<file path="config.mk">
export PLATFORM = sky130hd
export DESIGN_NAME = div_ctrl_flat
export DESIGN_NICKNAME = d
export VERILOG_FILES = /design/src/rtl/div_ctrl_pkg.sv /design/src/rtl/div_ctrl_if.sv /design/src/rtl/div_step.sv /design/src/rtl/div_ctrl.sv /design/src/flat_wrapper.sv
export SDC_FILE = /design/constraint.sdc
export NUM_CORES = 1
export LEC_CHECK = 0
export ABC_AREA = 1
export BUFFER_PORTS_ARGS = -buffer_cell sky130_fd_sc_hd__buf_4
export CAP_MARGIN = 15
export CELL_PAD_IN_SITES_DETAIL_PLACEMENT = 1
export CELL_PAD_IN_SITES_GLOBAL_PLACEMENT = 2
export CORE_UTILIZATION = 32
export CTS_CLUSTER_SIZE = 12
export DETAILED_ROUTE_END_ITERATION = 10
export PLACE_DENSITY = 0.77
export SLEW_MARGIN = 15
export SYNTH_ARGS = -nofsm -noshare
export SYNTH_HDL_FRONTEND = slang
export SYNTH_SLANG_ARGS = --single-unit
</file>
<file path="constraint.sdc">
create_clock -name clk -period 4.65 [get_ports clk]
set_input_delay 0.6975 -clock clk [delete_from_list [all_inputs] [get_ports clk]]
set_output_delay 0.6975 -clock clk [all_outputs]
set_load 0.01 [all_outputs]
</file>
<file path="src/rtl/div_ctrl_pkg.sv">
// -----------------------------------------------------------------------------
// div_ctrl_pkg
// Shared definitions for the iterative divider and its pipeline hookup:
//   - stall-bus geometry (width and the EX bit the divider drives)
//   - divider state encoding
//   - default iteration count and result width
//   - start/stop control constants used on the stall request
//   - helpers for operand magnitude and the signed result fix-up
// -----------------------------------------------------------------------------
package div_ctrl_pkg;

  // Stall bus seen by the pipeline controller; the divider feeds the EX bit.
  localparam int STALL_W  = 6;
  localparam int STALL_EX = 2;

  localparam int DATA_W             = 32;
  localparam int RESULT_W           = 64;   // {hi = remainder, lo = quotient}
  localparam int DIV_CYCLES_DEFAULT = 32;   // one quotient bit per BUSY cycle

  // Control levels for the stall request line.
  localparam logic DIV_START = 1'b1;
  localparam logic DIV_STOP  = 1'b0;

  typedef enum logic [1:0] {
    S_IDLE    = 2'd0,
    S_BUSY    = 2'd1,
    S_DIVZERO = 2'd2,
    S_DONE    = 2'd3
  } div_state_e;

  // Magnitude of a two's-complement operand when signed, raw value otherwise.
  // 0x80000000 maps onto itself, which is the correct unsigned magnitude.
  function automatic logic [DATA_W-1:0] abs_op(input logic [DATA_W-1:0] v,
                                               input logic              is_signed);
    return (is_signed && v[DATA_W-1]) ? -v : v;
  endfunction

  // Applies quotient/remainder signs to the unsigned core result and packs
  // it as {hi = remainder, lo = quotient}.
  function automatic logic [RESULT_W-1:0] fix_sign(input logic [DATA_W-1:0] quo,
                                                   input logic [DATA_W-1:0] rem,
                                                   input logic              neg_quo,
                                                   input logic              neg_rem);
    logic [DATA_W-1:0] q_fixed;
    logic [DATA_W-1:0] r_fixed;
    q_fixed = neg_quo ? -quo : quo;
    r_fixed = neg_rem ? -rem : rem;
    return {r_fixed, q_fixed};
  endfunction

endpackage

</file>
<file path="src/rtl/div_ctrl_if.sv">
// -----------------------------------------------------------------------------
// div_ctrl_if
// Handshake between the EX stage (master) and the divider (slave).
//   start       EX -> div  request; held high while EX is stalled
//   signed_div  EX -> div  1 = DIV, 0 = DIVU
//   cancel      EX -> div  flush, aborts any operation in progress
//   dividend    EX -> div  operand rs
//   divisor     EX -> div  operand rt
//   stallreq    div -> EX  stall request, drives the EX stall-bus bit
//   ready       div -> EX  one-cycle pulse qualifying result
//   result      div -> EX  {hi = remainder, lo = quotient}
// -----------------------------------------------------------------------------
interface div_ctrl_if;
  import div_ctrl_pkg::*;

  logic                start;
  logic                signed_div;
  logic                cancel;
  logic [DATA_W-1:0]   dividend;
  logic [DATA_W-1:0]   divisor;
  logic                stallreq;
  logic                ready;
  logic [RESULT_W-1:0] result;

  modport master (
    output start, signed_div, cancel, dividend, divisor,
    input  stallreq, ready, result
  );

  modport slave (
    input  start, signed_div, cancel, dividend, divisor,
    output stallreq, ready, result
  );

endinterface

</file>
<file path="src/rtl/div_step.sv">
// -----------------------------------------------------------------------------
// div_step
// One combinational restoring-division step.
//   rem_i     33-bit partial remainder (previous remainder shifted left with
//             the next dividend bit appended)
//   divisor_i 32-bit divisor magnitude
//   rem_o     next remainder (always < divisor, so 32 bits suffice)
//   qbit_o    quotient bit produced by this step
// -----------------------------------------------------------------------------
module div_step
  import div_ctrl_pkg::*;
(
  input  logic [DATA_W:0]   rem_i,
  input  logic [DATA_W-1:0] divisor_i,
  output logic [DATA_W-1:0] rem_o,
  output logic              qbit_o
);

  logic [DATA_W-1:0] diff;

  assign qbit_o = (rem_i >= {1'b0, divisor_i});
  // When the subtraction is taken the true difference is below the divisor,
  // so the low 32 bits of a modulo-2^32 subtract are exact.
  assign diff   = rem_i[DATA_W-1:0] - divisor_i;
  assign rem_o  = qbit_o ? diff : rem_i[DATA_W-1:0];

endmodule

</file>
<file path="src/rtl/div_ctrl.sv">
// -----------------------------------------------------------------------------
// div_ctrl
// Multi-cycle restoring divider controller for the EX stage.
//   clk   rising-edge clock
//   rst   synchronous, active-high reset
//   bus   div_ctrl_if.slave (start/signed_div/cancel/dividend/divisor in,
//         stallreq/ready/result out)
// Timeline for a nonzero divisor: acceptance in cycle 0, DIV_CYCLES BUSY
// cycles, DONE (ready) in cycle DIV_CYCLES+1. A zero divisor skips the
// iteration: DIVZERO in cycle 1, DONE in cycle 2.
// -----------------------------------------------------------------------------
module div_ctrl
  import div_ctrl_pkg::*;
#(
  parameter int DIV_CYCLES = DIV_CYCLES_DEFAULT
) (
  input  logic       clk,
  input  logic       rst,
  div_ctrl_if.slave  bus
);

  localparam int             CNT_W    = (DIV_CYCLES > 1) ? $clog2(DIV_CYCLES) : 1;
  localparam logic [CNT_W-1:0] CNT_LAST = CNT_W'(DIV_CYCLES - 1);

  div_state_e          state_q,  state_d;
  logic [CNT_W-1:0]    cnt_q,    cnt_d;
  logic [DATA_W-1:0]   rem_q,    rem_d;     // running remainder
  logic [DATA_W-1:0]   quo_q,    quo_d;     // dividend shifting out, quotient shifting in
  logic [DATA_W-1:0]   dvsr_q,   dvsr_d;
  logic                signed_q, signed_d;
  logic                sign_a_q, sign_a_d;  // dividend sign
  logic                sign_b_q, sign_b_d;  // divisor sign
  logic [RESULT_W-1:0] result_q, result_d;

  logic [DATA_W:0]     step_in;
  logic [DATA_W-1:0]   step_rem;
  logic                step_qbit;
  logic [DATA_W-1:0]   step_quo;
  logic                stallreq;
  logic                ready;

  assign step_in  = {rem_q, quo_q[DATA_W-1]};
  assign step_quo = {quo_q[DATA_W-2:0], step_qbit};

  div_step u_step (
    .rem_i     (step_in),
    .divisor_i (dvsr_q),
    .rem_o     (step_rem),
    .qbit_o    (step_qbit)
  );

  // NOTE: every signal written here gets a default before the case so no
  // path leaves it unassigned, which would otherwise infer a latch.
  always_comb begin
    state_d  = state_q;
    cnt_d    = cnt_q;
    rem_d    = rem_q;
    quo_d    = quo_q;
    dvsr_d   = dvsr_q;
    signed_d = signed_q;
    sign_a_d = sign_a_q;
    sign_b_d = sign_b_q;
    result_d = result_q;
    stallreq = DIV_STOP;
    ready    = 1'b0;

    unique case (state_q)
      S_IDLE: begin
        if (bus.start && !bus.cancel) begin
          stallreq = DIV_START;
          signed_d = bus.signed_div;
          sign_a_d = bus.signed_div & bus.dividend[DATA_W-1];
          sign_b_d = bus.signed_div & bus.divisor[DATA_W-1];
          dvsr_d   = abs_op(bus.divisor, bus.signed_div);
          rem_d    = '0;
          cnt_d    = '0;
          if (bus.divisor == '0) begin
            // Raw dividend is kept: it becomes the remainder unchanged.
            quo_d   = bus.dividend;
            state_d = S_DIVZERO;
          end else begin
            quo_d   = abs_op(bus.dividend, bus.signed_div);
            state_d = S_BUSY;
          end
        end
      end

      S_BUSY: begin
        stallreq = DIV_START;
        rem_d    = step_rem;
        quo_d    = step_quo;
        cnt_d    = cnt_q + CNT_W'(1);
        if (cnt_q == CNT_LAST) begin
          state_d  = S_DONE;
          result_d = fix_sign(step_quo, step_rem,
                              signed_q & (sign_a_q ^ sign_b_q),
                              signed_q & sign_a_q);
        end
      end

      S_DIVZERO: begin
        stallreq = DIV_START;
        state_d  = S_DONE;
        result_d = {quo_q, {DATA_W{1'b1}}};
      end

      S_DONE: begin
        // start is deliberately not looked at: the instruction that is
        // finishing here must not launch itself again.
        ready   = 1'b1;
        state_d = S_IDLE;
      end

      default: state_d = S_IDLE;
    endcase

    // A flush wins over everything, including a completion in this cycle.
    if (bus.cancel) begin
      state_d  = S_IDLE;
      ready    = 1'b0;
      result_d = result_q;
    end

    // Nothing is requested or reported while reset is applied.
    if (rst) begin
      stallreq = DIV_STOP;
      ready    = 1'b0;
    end
  end

  // NOTE: sequential state uses non-blocking assignments so every register
  // samples its next value from the same pre-edge snapshot.
  always_ff @(posedge clk) begin
    if (rst) begin
      state_q  <= S_IDLE;
      cnt_q    <= '0;
      rem_q    <= '0;
      quo_q    <= '0;
      dvsr_q   <= '0;
      signed_q <= 1'b0;
      sign_a_q <= 1'b0;
      sign_b_q <= 1'b0;
      result_q <= '0;
    end else begin
      state_q  <= state_d;
      cnt_q    <= cnt_d;
      rem_q    <= rem_d;
      quo_q    <= quo_d;
      dvsr_q   <= dvsr_d;
      signed_q <= signed_d;
      sign_a_q <= sign_a_d;
      sign_b_q <= sign_b_d;
      result_q <= result_d;
    end
  end

  assign bus.stallreq = stallreq;
  assign bus.ready    = ready;
  assign bus.result   = result_q;

endmodule

</file>
<file path="src/flat_wrapper.sv">
// flat-port wrapper written by rule: the top's interface ports become plain ports
module div_ctrl_flat import div_ctrl_pkg::*;
#(
  parameter int DIV_CYCLES = DIV_CYCLES_DEFAULT
)
  (clk, rst, bus_start, bus_signed_div, bus_cancel, bus_dividend, bus_divisor, bus_stallreq, bus_ready, bus_result);
  div_ctrl_if bus_i ();
  input  logic clk;
  input  logic rst;
  input wire logic [$bits(bus_i.start)-1:0] bus_start;
  input wire logic [$bits(bus_i.signed_div)-1:0] bus_signed_div;
  input wire logic [$bits(bus_i.cancel)-1:0] bus_cancel;
  input wire logic [$bits(bus_i.dividend)-1:0] bus_dividend;
  input wire logic [$bits(bus_i.divisor)-1:0] bus_divisor;
  output wire logic [$bits(bus_i.stallreq)-1:0] bus_stallreq;
  output wire logic [$bits(bus_i.ready)-1:0] bus_ready;
  output wire logic [$bits(bus_i.result)-1:0] bus_result;
  assign bus_i.start = bus_start;
  assign bus_i.signed_div = bus_signed_div;
  assign bus_i.cancel = bus_cancel;
  assign bus_i.dividend = bus_dividend;
  assign bus_i.divisor = bus_divisor;
  assign bus_stallreq = bus_i.stallreq;
  assign bus_ready = bus_i.ready;
  assign bus_result = bus_i.result;
  div_ctrl #(.DIV_CYCLES(DIV_CYCLES)) u_core (.clk(clk), .rst(rst), .bus(bus_i));
endmodule
</file>
==> out/qor.txt <==
status = finished clean
drt total wl = 54000 µm
min Tclk post-route = 4.29 ns
cell area power density = 273 mW/mm²
Synth area leaders = dfxtp_1 27%, nand2_1 16%, a21oi_1 7.8%, inv_1 7.6%, nor2_1 5.3%
Fin. Hold Viols = 0
Core Region = 0.0390 mm²
fillers = 5186
VDD IR max = 0.204 mV
Worst-path clk slew = 0.07 ns
synth unique cells = 52
area leader, netlist = dfxtp_1
Syn Inst Count = 2061
Worst R2R Setup Slack = 0.36 ns
row cnt = 72
PortBufs = 134
leakage power = 7.10 nW
critical path class = reg2reg
DIE WIDTH = 202 µm
Avg Cell Area, Syn = 6.19 µm²
H-tree depth = 4
Detail Placement HPWL = 43100 µm
layout cells sized above 1 = 13.6%
antenna violations before repair = 0
antenna cells = 0
Final TNS setup = 0 ns
clk_skew = 0.0101 ns
# setup viols final = 0
Synth top area share = 26.7%
largest net degree at the start of global routing = 63
crit path launch type = register
top cells by count, synth = 560 x nand2_1, 257 x inv_1, 199 x a21oi_1
Worst Path Arrival = 4.61 ns
Max Slew Vio Count = 0
drt wl/cell = 20.1 µm
First-pass DRT Iterations = 5
Slew @ Worst Pin = 1.02 ns
Die Ht = 202 µm
Initial Util = 32.7%
most numerous cell in the Yosys netlist = nand2_1
Syn-to-layout area delta = 16.1%
clock sink total = 170
post-layout net count = 2268
Primary FF master, synth = dfxtp_1
DRC = 0
Total Power = 4.05 mW
Root Driver = clkbuf_16
Cell Area, Synth = 0.0128 mm²
worst hold slack = 0.468 ns
FMAX = 0.233 GHz
Ports = 135
Max-slew headroom = 31.6%
CP endpoint kind = register
global placement routability congestion = 0.923
Yosys warning count = 0
Post-Syn Nets = 2175
via count = 13890
Post-synth ARST share = 0%
CTS tree = done
RSZ-0062 raised after global routing = false
Clock Latency Late Sink = 0.45 ns
Min-Delay Path Class = reg2reg
GRT Overall Usage = 26.6%
sequential fraction of the synthesis area = 26.7%
clock tree buffer depth = 2
DRT iter0 DRCs = 755
Final Cycle Share = 92.3%
Seq cells post-synth = 170
hold_buf cts = 0
antenna-violating nets left = 0
critical path peak fanout = 51
first-pass GRT wire length = 82800 µm
Crit path required time = 4.96 ns
number of global-route vias before repair = 13786
GRT overflow = 0
max cap viols = 0
via/cell ratio = 5.17
Num CTS Buffers = 17
Die Area = 0.0407 mm²
Post-synth EDFFs = 0
## logic make-up after synthesis
family	after synthesis	synth area share, %
simple gates	1012	34.8
compound gates	418	18.6
buf+inv	349	10.8
flops	170	26.7
xor+xnor	67	4.60
fa+ha+maj	45	4.47
## layout make-up
class,instances,area (µm²),area share (%)
Clock inverter,13,135,0.912
Sequential cell,170,3400,23.0
Multi-Input combinational cell,1542,8020,54.1
Tap cell,518,648,4.37
Inverter,268,1010,6.79
Clock buffer,19,443,2.99
Timing Repair Buffer,155,1160,7.85
## layout by cell type, fill, tap and decap left out, types with 21 or more instances in the layout
master / count
a21oi_1: 197
a31oi_1: 27
buf_4: 155
dfxtp_1: 170
ha_1: 44
inv_1: 257
nand2_1: 560
nand2_2: 30
nand3_1: 120
nor2_1: 177
nor3_1: 32
o21ai_0: 101
o221ai_1: 21
xor2_1: 49
## per-layer routing
layer / vias to the layer above / track usage [%] / share of wire, % / routed length [µm]
li1: 6877 / - / - / -
met1: 6688 / 38.6 / 51 / 27600
met2: 270 / 39.7 / 42 / 22600
met3: 55 / 4.39 / 4.5 / 2440
met4: 0 / 8.33 / 2.3 / 1250
met5: - / 0 / 0 / 0
## power by group
| group | switching, mW | internal, mW | total (mW) | leakage (nW) |
|---|---|---|---|---|
| clock | 0.695 | 0.767 | 1.46 | 0.275 |
| sequential | 0.0537 | 1.51 | 1.56 | 1.38 |
| combinational | 0.710 | 0.318 | 1.03 | 5.45 |
| total | 1.46 | 2.59 | 4.05 | 7.10 |
## path summary, 6_finish.rpt
path	startpoint	to	cells after the start
worst max register to register	u_core.dvsr_q[20]$_SDFFE_PP0P_	u_core.bus.result[60]$_SDFFE_PP0P_	21
worst max-delay path	u_core.dvsr_q[20]$_SDFFE_PP0P_	u_core.bus.result[60]$_SDFFE_PP0P_	21
worst min register to register	u_core.bus.result[50]$_SDFFE_PP0P_	u_core.bus.result[50]$_SDFFE_PP0P_	2
worst min-delay path	u_core.bus.result[50]$_SDFFE_PP0P_	u_core.bus.result[50]$_SDFFE_PP0P_	2
## timing repair
action                                 CTS  global route
setup endpoints to repair                0             1
endpoints found under the hold margin    0             0
setup buffers                            0             1
resized for setup                        0             3
## state kept, by name (all words and copies together), names as in the netlist
register / count
u_core.dvsr_q: 32
u_core.rem_q: 32
u_core.state_q: 2
u_core.bus.result: 64
u_core.signed_q: 1
u_core.sign_a_q: 1
u_core.quo_q: 32
u_core.sign_b_q: 1
u_core.cnt_q: 5
## through the flow
step,instance area [µm²],utilization [%],cells,worst slack (ns)
finish,14800,38.0,2685,0.357
global route,14800,38.0,2685,0.0149
CTS,14800,37.9,2684,0.289
detailed placement,14200,36.4,2652,0.334
global placement,14200,36.4,2652,0.396
floorplan,12800,-,2061,1.07
## critical path, cell delays in order, from the launching register on
cell and delay [ns]:
dfxtp_1 0.35, inv_1 0.10, ha_1 0.39, nand2_1 0.14
nor2_1 0.24, nand2_1 0.11, nor2_1 0.31, nand2_8 0.16
nand2_8 0.09, buf_4 0.52, nand2_1 0.15, o21ai_2 0.15
ha_1 0.24, nand3_2 0.13, o21ai_4 0.23, nand3_4 0.15
nor2_4 0.19, nand2_1 0.07, nand2_1 0.06, nand3_1 0.11
nand2_1 0.20, a21oi_2 0.07
Note: power is estimated with default switching activity, not from simulation.
